### config.mk
export PLATFORM = sky130hd
export DESIGN_NAME = code_entry_compare
export DESIGN_NICKNAME = d
export VERILOG_FILES = /design/src/rtl/code_entry_compare.sv
export SDC_FILE = /design/constraint.sdc
export NUM_CORES = 1
export LEC_CHECK = 0
export BUFFER_PORTS_ARGS = -buffer_cell sky130_fd_sc_hd__buf_2
export CAP_MARGIN = 20
export CELL_PAD_IN_SITES_DETAIL_PLACEMENT = 0
export CELL_PAD_IN_SITES_GLOBAL_PLACEMENT = 1
export CORE_UTILIZATION = 50
export CTS_BUF_LIST = sky130_fd_sc_hd__clkbuf_2
export DETAILED_ROUTE_END_ITERATION = 16
export GPL_TIMING_DRIVEN = 0
export PLACE_DENSITY = 0.87
export SYNTH_ARGS = -nofsm -noshare
export SYNTH_HDL_FRONTEND = slang
export SYNTH_SLANG_ARGS = --single-unit
### constraint.sdc
create_clock -name hwclk -period 13.95 [get_ports hwclk]
set_clock_uncertainty 0.05 [all_clocks]
set_input_delay 1.395 -clock hwclk [delete_from_list [all_inputs] [get_ports hwclk]]
set_output_delay 1.395 -clock hwclk [all_outputs]
set_load 0.03 [all_outputs]
### src/rtl/code_entry_compare.sv
// Keypad entry buffer and serial code comparator for the lock controller.
// Latches symbols, snapshots candidates on commands, compares against PC/user/staging codes.
module code_entry_compare #(
    parameter int                   MAX_LEN    = 8,
    parameter int                   MIN_UC_LEN = 4,
    parameter int                   PC_LEN     = 4,
    parameter logic [4*MAX_LEN-1:0] PC_CODE    = 32'h0000_4321,
    parameter logic [4*MAX_LEN-1:0] DEF_UC     = 32'h0000_0000,
    parameter int                   DEF_UC_LEN = 4
) (
    input  logic       hwclk,
    input  logic       rst,
    input  logic       key_valid,
    input  logic [3:0] key_code,
    input  logic       read_input,
    input  logic [1:0] compareType,
    input  logic       store,
    output logic       validLength,
    output logic       validLengthPC,
    output logic       data_ready,
    output logic       correct_input,
    output logic [3:0] entry_count
);

    localparam int         W     = 4 * MAX_LEN;
    localparam logic [3:0] MAX_C = 4'(MAX_LEN);
    localparam logic [3:0] MIN_C = 4'(MIN_UC_LEN);
    localparam logic [3:0] PC_C  = 4'(PC_LEN);
    localparam logic [3:0] DEF_C = 4'(DEF_UC_LEN);

    typedef enum logic [1:0] {
        IDLE,
        CMP,
        DONE
    } state_t;

    logic [W-1:0] entry;
    logic [3:0]   count;
    logic         ovf;

    logic [W-1:0] cand;
    logic [3:0]   cand_len;
    logic         cand_ovf;

    logic [W-1:0] stage;
    logic [3:0]   stage_len;

    logic [W-1:0] uc;
    logic [3:0]   uc_len;
    logic         store_q;

    state_t       state;
    logic         prev_ri;
    logic [3:0]   idx;
    logic         mm;
    logic         skip;
    logic [W-1:0] ref_code;
    logic [3:0]   ref_len;

    logic         is_cmd7;
    logic         is_snap;
    logic         is_sym;
    logic         ri_rise;
    logic         ri_fall;
    logic         clear_entry;
    logic [W-1:0] sel_code;
    logic [3:0]   sel_len;
    logic         sel_short;
    logic         sym_ne;
    logic         last_sym;

    assign is_cmd7 = key_valid && (key_code == 4'd7);
    assign is_snap = key_valid && read_input
                     && ((key_code == 4'd8) || (key_code == 4'd9));
    assign is_sym  = key_valid && (key_code != 4'd7)
                     && (key_code != 4'd8) && (key_code != 4'd9);

    assign ri_rise = read_input && !prev_ri;
    assign ri_fall = !read_input && prev_ri;

    assign clear_entry = is_cmd7 || ri_rise || is_snap;

    assign validLength   = !ovf && (count >= MIN_C) && (count <= MAX_C);
    assign validLengthPC = !ovf && (count == PC_C);
    assign entry_count   = count;

    always_comb begin
        sel_code = stage;
        sel_len  = stage_len;
        unique case (compareType)
            2'b00: begin
                sel_code = PC_CODE;
                sel_len  = PC_C;
            end
            2'b01: begin
                sel_code = uc;
                sel_len  = uc_len;
            end
            default: begin
                sel_code = stage;
                sel_len  = stage_len;
            end
        endcase
    end

    // Early exit: overflow, length mismatch or an empty reference need no symbol walk.
    assign sel_short = cand_ovf || (cand_len != sel_len) || (sel_len == 4'd0);

    assign sym_ne   = cand[4*idx +: 4] != ref_code[4*idx +: 4];
    assign last_sym = idx == (ref_len - 4'd1);

    always_ff @(posedge hwclk or posedge rst) begin
        if (rst) begin
            entry <= '0;
            count <= '0;
            ovf   <= 1'b0;
        end else if (clear_entry) begin
            entry <= '0;
            count <= '0;
            ovf   <= 1'b0;
        end else if (is_sym && read_input) begin
            if (count == MAX_C) begin
                ovf <= 1'b1;
            end else begin
                entry[4*count +: 4] <= key_code;
                count               <= count + 4'd1;
            end
        end
    end

    always_ff @(posedge hwclk or posedge rst) begin
        if (rst) begin
            cand      <= '0;
            cand_len  <= '0;
            cand_ovf  <= 1'b0;
            stage     <= '0;
            stage_len <= '0;
        end else if (is_snap) begin
            cand     <= entry;
            cand_len <= count;
            cand_ovf <= ovf;
            if (compareType == 2'b11) begin
                stage     <= entry;
                stage_len <= count;
            end
        end
    end

    always_ff @(posedge hwclk or posedge rst) begin
        if (rst) begin
            uc      <= DEF_UC;
            uc_len  <= DEF_C;
            store_q <= 1'b0;
        end else begin
            store_q <= store;
            if (store && !store_q) begin
                uc     <= stage;
                uc_len <= stage_len;
            end
        end
    end

    // Reference is latched at the fall so a concurrent store cannot disturb the compare.
    always_ff @(posedge hwclk or posedge rst) begin
        if (rst) begin
            state         <= IDLE;
            prev_ri       <= 1'b0;
            idx           <= '0;
            mm            <= 1'b0;
            skip          <= 1'b0;
            ref_code      <= '0;
            ref_len       <= '0;
            data_ready    <= 1'b0;
            correct_input <= 1'b0;
        end else begin
            prev_ri <= read_input;
            if (is_cmd7 || ri_rise) begin
                state         <= IDLE;
                data_ready    <= 1'b0;
                correct_input <= 1'b0;
            end else begin
                unique case (state)
                    IDLE: begin
                        if (ri_fall) begin
                            state    <= CMP;
                            idx      <= '0;
                            ref_code <= sel_code;
                            ref_len  <= sel_len;
                            skip     <= sel_short;
                            mm       <= cand_ovf || (cand_len != sel_len);
                        end
                    end
                    CMP: begin
                        if (skip || last_sym) begin
                            state         <= DONE;
                            data_ready    <= 1'b1;
                            correct_input <= !(mm || (!skip && sym_ne));
                        end else begin
                            idx <= idx + 4'd1;
                            mm  <= mm || sym_ne;
                        end
                    end
                    DONE: begin
                        data_ready <= 1'b1;
                    end
                    default: begin
                        state <= IDLE;
                    end
                endcase
            end
        end
    end

endmodule

# Word level (Yosys, flattened, before mapping)
# Index checks and enable logic that the tools add are counted.
# op_classes
add_sub_neg,4
magnitude_cmp,2
n_eq_ne,21
shift,4
mux,28
n_bitwise,1
reduce_logical,45
# ops
operator,count
two-way mux 32 bit,3
one-hot mux 32 bit (2 select lines),1
variable part select 32 x 7 -> 4 bit,2
negator 6 -> 34 bit,1
"variable shift 4 x 34 -> 32 bit, first input constant",1
variable part select 4 x 34 -> 32 bit,1
bitwise mux 32 bit,1
two-way mux 4 bit,5
one-hot mux 4 bit (2 select lines),2
logical AND 1 bit,14
"equality test 4 bit, second input constant",3
two-way mux 1 bit,10
AND reduction 2 bit,5
nonzero test 2 bit,5
"adder 4 x 1 -> 4 bit, second input constant",2
"equality test 4 x 3 -> 1 bit, second input constant",2
logical OR 1 bit,8
"inequality test 2 bit, second input constant",4
inequality test 4 bit,2
"inequality test 4 bit, second input constant",2
logical NOT 1 bit,6
two-way mux 2 bit,3
"inequality test 3 bit, second input constant",2
one-hot mux 2 bit (3 select lines),1
other kinds (14),19
# word_totals
ff_bits,194
inputBits,11
wordCells,125

# Depth between registers and ports, before layout
# Gate-level depths: netlist of the first run.
# logic_depth
ltp_word,8
depth_mapped,11

# Least setup slack after synthesis of the first run
# OpenSTA, ideal clock, no wires.
# synth_path
path_type,reg-to-output
startpoint,"register count[0], in the netlist entry_count[0]"
endpoint,output validLengthPC
arrival_time_ps,2036
t_required_ps,12505
path_slack_ps,10469
stages_incl_launch_ff,5
n_path_buf,1
cell_sequence,dfrtp_1 > clkbuf_1 > inv_1 > ha_1 > nor4bb_1
# synth_between
elab_chain_cells,2
# synth_rtl
item,line_no,text
from (decl),38,logic [3:0] count;
from (signal assigned),126,count <= count + 4'd1;
equality test 4 x 3 -> 1 bit,84,assign validLengthPC = !ovf && (count == PC_C);
logical AND 1 bit,84,
to (decl),19,"output logic validLengthPC,"
# Every way passes these cells.

# Final worst setup path of the first run
# layout_path
startpoint,"register count[0], in the netlist entry_count[0]"
endpoint,output validLength
# layout_between
elab_chain_cells,3
elab_cells_between_ends,4
classes_between,order compare (2); reduce/logical (2)
# layout_rtl
item,line_no,text
greater-or-equal comparator 4 x 3 -> 1 bit,83,assign validLength = !ovf && (count >= MIN_C) && (count <= MAX_C);
logical AND 1 bit,83,
logical AND 1 bit *,83,
to (decl),18,"output logic validLength,"
# Mark *: on every way between the ends. The rest lies on a longest branch, timed or not.

==> results of run 1 <==
## worst paths after layout
check,end,cells after the start,slack [ps],start
worst max-delay path,validLength,8,9790,entry_count[0]$_DFFE_PP0P_
worst min-delay path,cand[14]$_DFFE_PP0P_,2,460,cand[14]$_DFFE_PP0P_
max in group asynchronous,stage[29]$_DFFE_PP0P_,3,12330,rst
worst min register to register,cand[14]$_DFFE_PP0P_,2,460,cand[14]$_DFFE_PP0P_
worst max register to register,entry[3]$_DFFE_PP0P_,11,10420,entry_count[0]$_DFFE_PP0P_
min in group asynchronous,data_ready$_DFFE_PP0P_,2,540,rst
## cells by family after synthesis
kind of cell | synth area share (%)
compound gates | 6.733
xor+xnor | 1.828
fa+ha+maj | 1.016
flops | 56.31
mux | 17.83
buf+inv | 2.597
simple gates | 13.68
## sequential cells by signal (all words and copies together), names as in the netlist, 2 cells and up
| signal | count |
|---|---|
| entry_count | 4 |
| stage_len | 4 |
| entry | 32 |
| ref_code | 32 |
| cand_len | 4 |
| stage | 32 |
| ref_len | 4 |
| uc | 32 |
| idx | 4 |
| state | 2 |
| uc_len | 4 |
| cand | 32 |
## metal layers
metal | vias up | wire length [microns] | track usage [%]
li1 | 2701 | - | -
met1 | 2924 | 8698 | 32.76
met2 | 122 | 9251 | 37.50
met3 | 42 | 810 | 4.566
met4 | 0 | 714 | 11.87
met5 | - | 0 | 0
## power breakdown
group	switching (mW)	internal [mW]	total, mW
Sequential	0.0431	0.626	0.670
Clock	0.182	0.0822	0.264
Combinational	0.151	0.117	0.268
Total	0.377	0.825	1.20
## synthesized netlist by cell type (9+ instances only)
master and number:
a21oi_1 10, a221oi_1 27, a22o_1 9, clkbuf_1 27
dfrtp_1 193, inv_1 11, mux2_2 77, mux2i_1 31
mux4_2 16, nand2_1 130, nor2_1 94, o21ai_0 13
xnor2_1 14
## layout make-up
class,count,area [sq um]
multi-input cells,506,3543
plain buffers,41,175.2
diodes,1,2.502
fillers,1481,7456
flip-flops and latches,194,4856
clock buffers,21,105.1
repair buffers,19,117.6
well taps,220,275.3
clock inverters,11,113.9
inverters,13,56.30
## worst reg2reg max path: stages (launching register included)
cell and delay [ps]:
dfrtp_1 480, clkbuf_1 400, inv_1 200, ha_1 270
nor2b_1 140, buf_6 130, or3_1 350, a211o_1 310
or4_1 400, buf_2 170, or4_1 420, a21oi_1 170
==> parameters.txt, run 1 <==
Parameter                              Value

Worst setup path
  Element type at the critical path end    output pin
  Setup CP Type    flip-flop to output pin
  WP data required    between 10000 and 15000 ps
  Kind of start point of the critical path    flip-flop
  Slowest library cell on the worst path    dfrtp_1
  CP Max Fanout    10
  Longest individual stage delay on the worst path    ~480 ps
  Critical path arrival    approximately 2700 ps
  Critical path's top delay family    buffers and inverters
  Cell-by-cell trace of the critical path    clkbuf_1 > inv_1 > ha_1 > nor2b_1 > buf_6 > mux2i_1 > nor2_1 > buf_2
  Buffer and inverter count on the worst path    4

STA
  Count of final setup violators    0
  Shortest clock period the worst path allows after layout    about 4200 ps
  Worst Slack Setup Final    roughly 10000 ps
  Final clock period utilization by the worst path    just under 30%
  Endpoints failing hold    0
  Final Max Slew Viols    0
  Fmax    0.2403 GHz
  Tightest slew margin relative to the limit    around two fifths
  RSZ-0062 raised after global routing    false
  Setup TNS    0 ps
  Transition time at the pin with the least slew margin    roughly 920 ps
  Worst hold margin    roughly 460 ps

Floorplan
  Count of pins on the block boundary    19
  Chip height    around 130 microns
  Die width    between 100 and 150 microns
  Effective utilization at floorplan    between 50% and 60%
  Row cnt    47
  Core Region    roughly 17000 sq um
  Full die area    between 15000 and 20000 sq um

Logic synthesis
  Mapped Area    between 8000 and 9000 sq um
  Yosys cell types    49
  Sequential share of the synthesized area    56.31%
  Count of flip-flops with a built-in enable after synthesis    0
  Number of synthesis warnings    0
  Yosys reg bits    between 150 and 200
  Synthesized area per cell    11.44 sq um
  Leading area contributor after synthesis    dfrtp_1
  Share of Yosys cell area claimed by the top area cell type    between 50% and 60%
  Async SR Flop Fraction    100.0%
  Number of instances in the synthesized netlist    about 750
  Cells taking the most area after synthesis    dfrtp_1 (56%), mux2_2 (10%), nand2_1 (5.7%)
  Synthesized netlist net count    around 770
  Top FF cell, synth    dfrtp_1

Placed design
  Number of instances in the placed design    just under 1000
  HPWL Detailed    14630 microns
  Worst slack after detailed placement    9829 ps
  Number of port buffers    18
  Area after DPL    9024 sq um
  RePlAce Congestion    just under 0.9

Clock network
  Skew-Pair Late Insertion Delay    between 700 and 800 ps
  Number of clock sinks    between 150 and 200
  Number of post-CTS setup repair buffers    0
  Hold_buf cts    0
  CTS Root Cell    clkbuf_2
  Max Buffers Root-to-Sink    2
  CTS buffer count    17
  Cts repair resizes    0
  Clock slew at reported path FFs    between 200 and 250 ps
  Depth of the CTS H-tree    4
  CTS tree    built

Routing
  Antenna-violating nets left    0
  DRC    0
  Routed length per instance    18.98 microns
  Total vias in the final route    about 5800
  First-iteration detailed-routing DRC count    about 400
  Via density    between 5 and 6
  DR pass1 iterations    5
  Total length of routed wires    roughly 20000 microns

Final layout
  Area of all placed cells without fillers    approximately 9200 sq um
  Layout cell share with drive strength beyond 1    around a fifth
  Synthesis-to-finish area growth    7.211%
  Most frequent cells in the layout    dfrtp_1 (193), nand2_1 (130), nor2_1 (94)
  Most common cell after layout, fill and taps aside    dfrtp_1
  Post-Route Utilization    55.36%
  Final cell count without fillers    around 1000
  Final layout net count    between 800 and 900

Power
  Total Power Consumption    1.202 mW
  Power per cell area    130.0 nW/um^2
  Worst voltage drop across the vdd grid    66.74 uV
  Leakage    roughly 4.5 nW

Global routing
  Antenna violations before repair    1
  Number of global-route vias before repair    about 6000
  Aggregate global-route resource usage    ~24%
  Grt total ovfl    0
  Global-route wire length before repair    32200 microns
  Maximum number of pins on one net before global-route repair    about 140

Run
  Max-cap violation count    0

Hold path
  Worst min-delay path category    flip-flop to flip-flop

Run status
  Result of the run    completed
Power figures use the tool's default switching activity.
==> run 2, diff against run 1 <==
--- a/config.mk
+++ b/config.mk
@@ -5,6 +5,7 @@
 export SDC_FILE = /design/constraint.sdc
 export NUM_CORES = 1
 export LEC_CHECK = 0
+export ABC_AREA = 1
 export BUFFER_PORTS_ARGS = -buffer_cell sky130_fd_sc_hd__buf_2
 export CAP_MARGIN = 20
 export CELL_PAD_IN_SITES_DETAIL_PLACEMENT = 0
@@ -13,7 +14,7 @@
 export CTS_BUF_LIST = sky130_fd_sc_hd__clkbuf_2
 export DETAILED_ROUTE_END_ITERATION = 16
 export GPL_TIMING_DRIVEN = 0
-export PLACE_DENSITY = 0.87
+export PLACE_DENSITY = 0.92
 export SYNTH_ARGS = -nofsm -noshare
 export SYNTH_HDL_FRONTEND = slang
 export SYNTH_SLANG_ARGS = --single-unit
==> constraint.sdc (replaced) <==
create_clock -name hwclk -period 4 [get_ports hwclk]
set_clock_uncertainty 0.05 [all_clocks]
set_input_delay 0.4 -clock hwclk [delete_from_list [all_inputs] [get_ports hwclk]]
set_output_delay 0.4 -clock hwclk [all_outputs]
set_load 0.03 [all_outputs]
==> run 2 against run 1 <==
Register-to-register slack lost 8900 ps. Power grew to 3.8 times the previous value. Routed wire length up 29%. Sequential power grew to 3.5 times the previous value. Global-route usage is 3.7 points higher. Cell count up 39%. Critical path depth unchanged. Combinational power grew to 5.1 times the previous value. Critical path type unchanged. Critical endpoint unchanged. Highest routed layer unchanged.
==> parameters.txt, run 2 <==
Parameter                              Value

Run status
  Result of the run    completed

Logic synthesis
  Synthesized netlist net count    1152
  Synthesized area per cell    around 8.2 sq um
  Main combinational cell family by area after synthesis    simple AND/OR/NAND/NOR gates
  Share of Yosys cell area claimed by the top area cell type    51.76%
  Async SR Flop Fraction    100.0%
  Top FF cell, synth    dfrtp_1
  Leading area contributor after synthesis    dfrtp_1
  Cells taking the most area after synthesis    dfrtp_1 (52%), nand2_1 (11%), o21ai_0 (7.7%)
  Xor and xnor area share after synthesis    less than 1%
  Number of instances in the synthesized netlist    between 1000 and 1500
  Adder-cell share of the synthesized area    less than 1%
  Share of the synthesized area in compound gates (AO/OA/AOI/OAI)    about an eighth
  Sequential share of the synthesized area    a little over half
  Simple-gate share of the synthesized area    between 20% and 30%
  Yosys reg bits    194
  Most instantiated library cell after synthesis    nand2_1
  Mux cell area share after synthesis    0.7241%
  Number of synthesis warnings    0
  Count of flip-flops with a built-in enable after synthesis    0
  Top cells by count, synth    nand2_1 (272), dfrtp_1 (193), inv_1 (154)
  Mapped Area    a little over 9000 sq um
  Yosys cell types    between 40 and 50

Placed design
  RePlAce Congestion    just under 0.9
  HPWL Detailed    19210 microns
  Number of port buffers    18
  Area after DPL    slightly below 10000 sq um

Final layout
  Layout cell share with drive strength beyond 1    around an eighth
  Area of all placed cells without fillers    10100 sq um
  Final layout net count    roughly 1200
  Most common cell after layout, fill and taps aside    nand2_1
  Synthesis-to-finish area growth    8.246%
  Most frequent cells in the layout    nand2_1 (272), dfrtp_1 (193), inv_1 (153)

Worst setup path
  Total stage count of the critical path    8
  Critical R2R Capture    entry[19]$_DFFE_PP0P_
  Slowest library cell on the worst path    dfrtp_1
  Setup CP Type    flip-flop to output pin
  CP Max Fanout    10
  Kind of start point of the critical path    flip-flop
  Longest individual stage delay on the worst path    roughly 470 ps
  Cell-by-cell trace of the critical path    buf_2 > inv_1 > ha_1 > nand2_2 > nor2_1 > inv_2 > a21oi_1 > buf_2
  Most prevalent standard cell on the critical path    buf_2
  FF-to-FF Start    entry_count[0]$_DFFE_PP0P_
  Critical path's top delay family    buffers and inverters
  Critical path arrival    2610 ps
  Element type at the critical path end    output pin
  WP data required    3550 ps
  Buffer and inverter count on the worst path    4
  Register-to-register path setup slack    about 1500 ps
  Logic depth of the worst register-to-register path    8

Floorplan
  Core Region    about 18000 sq um
  Chip height    around 140 microns
  Full die area    slightly below 20000 sq um
  Die width    138.6 microns
  Row cnt    49
  Count of pins on the block boundary    19
  Effective utilization at floorplan    about half

STA
  Final clock period utilization by the worst path    76.52%
  Count of final setup violators    0
  Setup TNS    0 ps
  Shortest clock period the worst path allows after layout    roughly 3100 ps
  Tightest slew margin relative to the limit    52.91%
  RSZ-0062 raised after global routing    false
  Final Max Slew Viols    0
  Fmax    0.3267 GHz
  Transition time at the pin with the least slew margin    a little over 700 ps
  Endpoints failing hold    0

Routing
  Total length of routed wires    between 20000 and 30000 microns
  Routed length per instance    around 18 microns
  Antenna-violating nets left    0
  Via density    approximately 5.4
  Total vias in the final route    7716
  First-iteration detailed-routing DRC count    570
  DRC    0
  DR pass1 iterations    5

Global routing
  Antenna violations before repair    1
  Number of global-route vias before repair    about 7400
  Grt total ovfl    0
  Maximum number of pins on one net before global-route repair    40
  Global-route wire length before repair    a little over 40000 microns
  Aggregate global-route resource usage    around 28%

Run
  Max-cap violation count    0

Clock network
  CTS buffer count    17
  Number of post-CTS setup repair buffers    0
  Clock slew at reported path FFs    roughly 270 ps
  Max Buffers Root-to-Sink    2
  CTS tree    built
  Skew-Pair Late Insertion Delay    ~790 ps
  Depth of the CTS H-tree    4
  CTS Root Cell    clkbuf_2
  Number of clock sinks    approximately 190

Power
  Worst voltage drop across the vdd grid    between 200 and 300 uV
  Leakage    about 4.8 nW
  Power per cell area    roughly 460 nW/um^2
  Total Power Consumption    about 4.6 mW

Hold path
  Worst min-delay path category    input port to flip-flop
  Hold depth    4
  Worst hold endpoint    stage[18]$_DFFE_PP0P_
  Start point of the worst hold path    compareType[1]
==> run 2: cell families (layout without fill, tap and decap cells) <==
logic type	after synthesis	after routing
other cells	0	1
compound gates	231	231
simple gates	463	463
fa+ha+maj	7	7
xor+xnor	7	7
flops	194	194
buf+inv	226	289
mux	6	6
==> run 2: layout make-up <==
class                           count  area (sq um)
Multi-Input combinational cell    714          3526
Antenna cell                        1         2.502
Clock buffer                       19         95.09
Sequential cell                   194          4856
Timing Repair Buffer               31         270.3
Tap cell                          229         286.5
Fill cell                        1744          8046
Inverter                          170         646.9
Buffer                             56         306.5
Clock inverter                     13         111.4
==> run 2: worst max-delay path by stage <==
| stage | startpoint | to | slack [ps] |
|---|---|---|---|
| after CTS | entry_count[0]$_DFFE_PP0P_ | validLength | 910 |
| final | entry_count[0]$_DFFE_PP0P_ | validLength | 940 |
| after detailed placement | entry_count[0]$_DFFE_PP0P_ | entry[19]$_DFFE_PP0P_ | 1580 |
| after floorplan | rst | cand[0]$_DFFE_PP0P_ | 1050 |
| after global placement | rst | state[0]$_DFFE_PP0P_ | -120 |
| after global routing | entry_count[0]$_DFFE_PP0P_ | validLength | 730 |
==> run 2: where the power goes <==
part / internal, mW / leakage, nW / switching [mW]
clock: 0.230 / 0.130 / 0.684
sequential: 2.23 / 2.52 / 0.114
combinational: 0.439 / 2.19 / 0.926
==> run 2: stage by stage <==
step / hold slack (ps) / std cells / util (%) / setup slack, ps
floorplan: 381.4 / 1134 / - / 1046
global route: 34.34 / 1427 / 55.66 / 725.0
finish: 91.10 / 1427 / 55.66 / 939.1
detailed placement: 423.8 / 1386 / 54.07 / 1578
global placement: 416.2 / 1381 / 53.52 / -115.9
CTS: 61.58 / 1426 / 55.65 / 905.3
==> run 2: per-layer routing <==
layer	track usage (%)	share of wire, %
met1	39.75	46
met4	10.94	2.8
met5	0	0
met2	43.28	46
met3	3.833	5.7
==> run 2: worst min-delay path: stages <==
cell,delay (ps)
buf_2,130
nand3_2,190
nor2_1,80
a21oi_1,100
==> run 2: repair_timing <==
| action | 4_1_cts | 5_1_grt |
|---|---|---|
| hold buffers | 8 | 0 |
| resized for setup | 0 | 0 |
| hold endpoints to repair | 45 | 0 |
==> run 3, diff against run 2 <==
--- a/config.mk
+++ b/config.mk
@@ -10,11 +10,11 @@
 export CAP_MARGIN = 20
 export CELL_PAD_IN_SITES_DETAIL_PLACEMENT = 0
 export CELL_PAD_IN_SITES_GLOBAL_PLACEMENT = 1
-export CORE_UTILIZATION = 50
+export CORE_UTILIZATION = 45
 export CTS_BUF_LIST = sky130_fd_sc_hd__clkbuf_2
 export DETAILED_ROUTE_END_ITERATION = 16
 export GPL_TIMING_DRIVEN = 0
-export PLACE_DENSITY = 0.92
+export PLACE_DENSITY = 0.88
 export SYNTH_ARGS = -nofsm -noshare
 export SYNTH_HDL_FRONTEND = slang
 export SYNTH_SLANG_ARGS = --single-unit
==> constraint.sdc (replaced) <==
create_clock -name hwclk -period 2.76 [get_ports hwclk]
set_clock_uncertainty 0.05 [all_clocks]
set_input_delay 0.276 -clock hwclk [delete_from_list [all_inputs] [get_ports hwclk]]
set_output_delay 0.276 -clock hwclk [all_outputs]
set_load 0.03 [all_outputs]
==> run 3 against run 2 <==
First-iteration DRC count rose by 22%. Power up 51%. Sequential power up 45%. Core utilization fell by 4.8 points.
==> parameters.txt, run 3 (synthesized netlist as in run 2, its figures left out) <==
Parameter                              Value

Worst setup path
  Setup CP Type    flip-flop to flip-flop
  Register-to-register path setup slack    170 ps
  Logic depth of the worst register-to-register path    10
  Kind of start point of the critical path    flip-flop
  Element type at the critical path end    flip-flop
  FF-to-FF Start    entry_count[0]$_DFFE_PP0P_
  Startpoint of the most critical setup path    entry_count[0]$_DFFE_PP0P_
  CP Max Fanout    10
  Critical path arrival    roughly 3300 ps
  Critical Path Sink    entry[0]$_DFFE_PP0P_
  WP data required    between 3000 and 4000 ps
  Critical R2R Capture    entry[0]$_DFFE_PP0P_

Routing
  Routed length per instance    around 17 microns
  DRC    0
  Total vias in the final route    7748
  Antenna-violating nets left    0
  Via density    5.242
  DR pass1 iterations    5
  Total length of routed wires    25370 microns
  First-iteration detailed-routing DRC count    between 600 and 700

STA
  RSZ-0062 raised after global routing    false
  Transition time at the pin with the least slew margin    626.4 ps
  Endpoints failing hold    0
  Tightest slew margin relative to the limit    58.24%
  Worst hold margin    102.3 ps
  Final Max Slew Viols    0
  Final clock period utilization by the worst path    a little over nine tenths
  Shortest clock period the worst path allows after layout    2591 ps
  Fmax    roughly 0.39 GHz
  Count of final setup violators    0

Hold path
  Worst min-delay path category    input port to flip-flop

Run
  Max-cap violation count    0

Floorplan
  Die width    approximately 150 microns
  Core Region    approximately 20000 sq um
  Chip height    146 microns
  Full die area    between 20000 and 25000 sq um
  Count of pins on the block boundary    19
  Effective utilization at floorplan    between 40% and 50%
  Row cnt    52

Global routing
  Number of global-route vias before repair    around 7500
  Maximum number of pins on one net before global-route repair    44
  Global-route wire length before repair    ~41000 microns
  Aggregate global-route resource usage    24.99%
  Antenna violations before repair    1
  Grt total ovfl    0

Power
  Leakage    4.904 nW
  Total Power Consumption    around 7 mW
  Power per cell area    677.2 nW/um^2
  Worst voltage drop across the vdd grid    roughly 350 uV

Clock network
  CTS Root Cell    clkbuf_2
  CTS buffer count    17
  Depth of the CTS H-tree    4
  Skew-Pair Late Insertion Delay    between 800 and 900 ps
  Max Buffers Root-to-Sink    2
  CTS tree    built
  Clock slew at reported path FFs    around 270 ps
  Number of clock sinks    slightly below 200

Run status
  Result of the run    completed

Final layout
  Final layout net count    1212
  Layout cell share with drive strength beyond 1    roughly 13%
  Synthesis-to-finish area growth    10.70%
  Most frequent cells in the layout    nand2_1 (272), dfrtp_1 (192), inv_1 (151)
  Most common cell after layout, fill and taps aside    nand2_1

Placed design
  HPWL Detailed    roughly 19000 microns
  RePlAce Congestion    0.9325
  Number of port buffers    18
-- run 3: cell types whose count changed in the layout (fill, tap and decap cells not counted), sizes merged --
| cell | previous run | this run |
|---|---|---|
| dlygate4sd3 | 8 | 16 |
| inv | 170 | 171 |
| clkbuf | 35 | 33 |
| clkinv | 9 | 6 |
| clkinvlp | 3 | 5 |
| buf | 63 | 65 |
| bufinv | 1 | 3 |
-- run 3: report_power, final --
part           total, mW  leakage, nW  switching [mW]  internal, mW
registers           3.40         2.52           0.164          3.23
logic               2.06         2.23            1.41         0.659
clock network       1.53        0.152            1.02         0.517
-- run 3: per-stage QoR --
step	std cells	setup TNS, ps	area, sq um	setup WS [ps]	utilization (%)
2_1_floorplan	1134	-13430	9335	-69.59	-
3_3_place_gp	1422	-241970	9763	-1267	48.10
3_5_place_dp	1427	0	9863	188.5	48.59
4_1_cts	1476	0	10300	60.00	50.75
5_1_grt	1478	0	10330	8.999	50.89
6_report	1478	0	10330	169.3	50.89
-- run 3: how the worst min path moves through the flow --
stage | startpoint | endpoint | cells past startpoint
after floorplan | read_input | prev_ri$_DFF_PP0_ | 0
after detailed placement | rst | entry[17]$_DFFE_PP0P_ | 2
final | read_input | prev_ri$_DFF_PP0_ | 2
after global routing | read_input | prev_ri$_DFF_PP0_ | 2
after CTS | store | store_q$_DFF_PP0_ | 2
after global placement | store | store_q$_DFF_PP0_ | 1
-- run 3: what timing repair did --
action	in CTS	in global routing
endpoints found under the hold margin	260	1
resized for setup	4	5
setup buffers	2	0
endpoints found under the setup margin	2	4
hold buffers	15	1
-- run 3: metal layers --
layer	vias up	track usage [%]	routed length, microns
met5	-	0	0
met4	0	11.61	1020
met3	61	3.730	1078
met2	227	39.64	11710
met1	3700	33.90	11560
li1	3760	-	-
-- run 3: layout make-up --
type,instances,area [sq um]
Clock inverter,15,180.2
Sequential cell,194,4857
Antenna cell,1,2.502
Buffer,56,309.0
Multi-Input combinational cell,714,3540
Timing Repair Buffer,41,367.9
Clock buffer,17,85.08
Inverter,170,650.6
Tap cell,270,337.8
Fill cell,2005,9970
-- run 3: worst max-delay path: stages, from the launching register on --
cell	delay, ps
dfrtp_1	440
buf_4	180
clkinvlp_4	90
ha_2	180
nand2_2	110
nor2_4	200
nand2_1	130
nor3_2	250
nand3_2	140
o32ai_2	210
dlygate4sd3_1	580
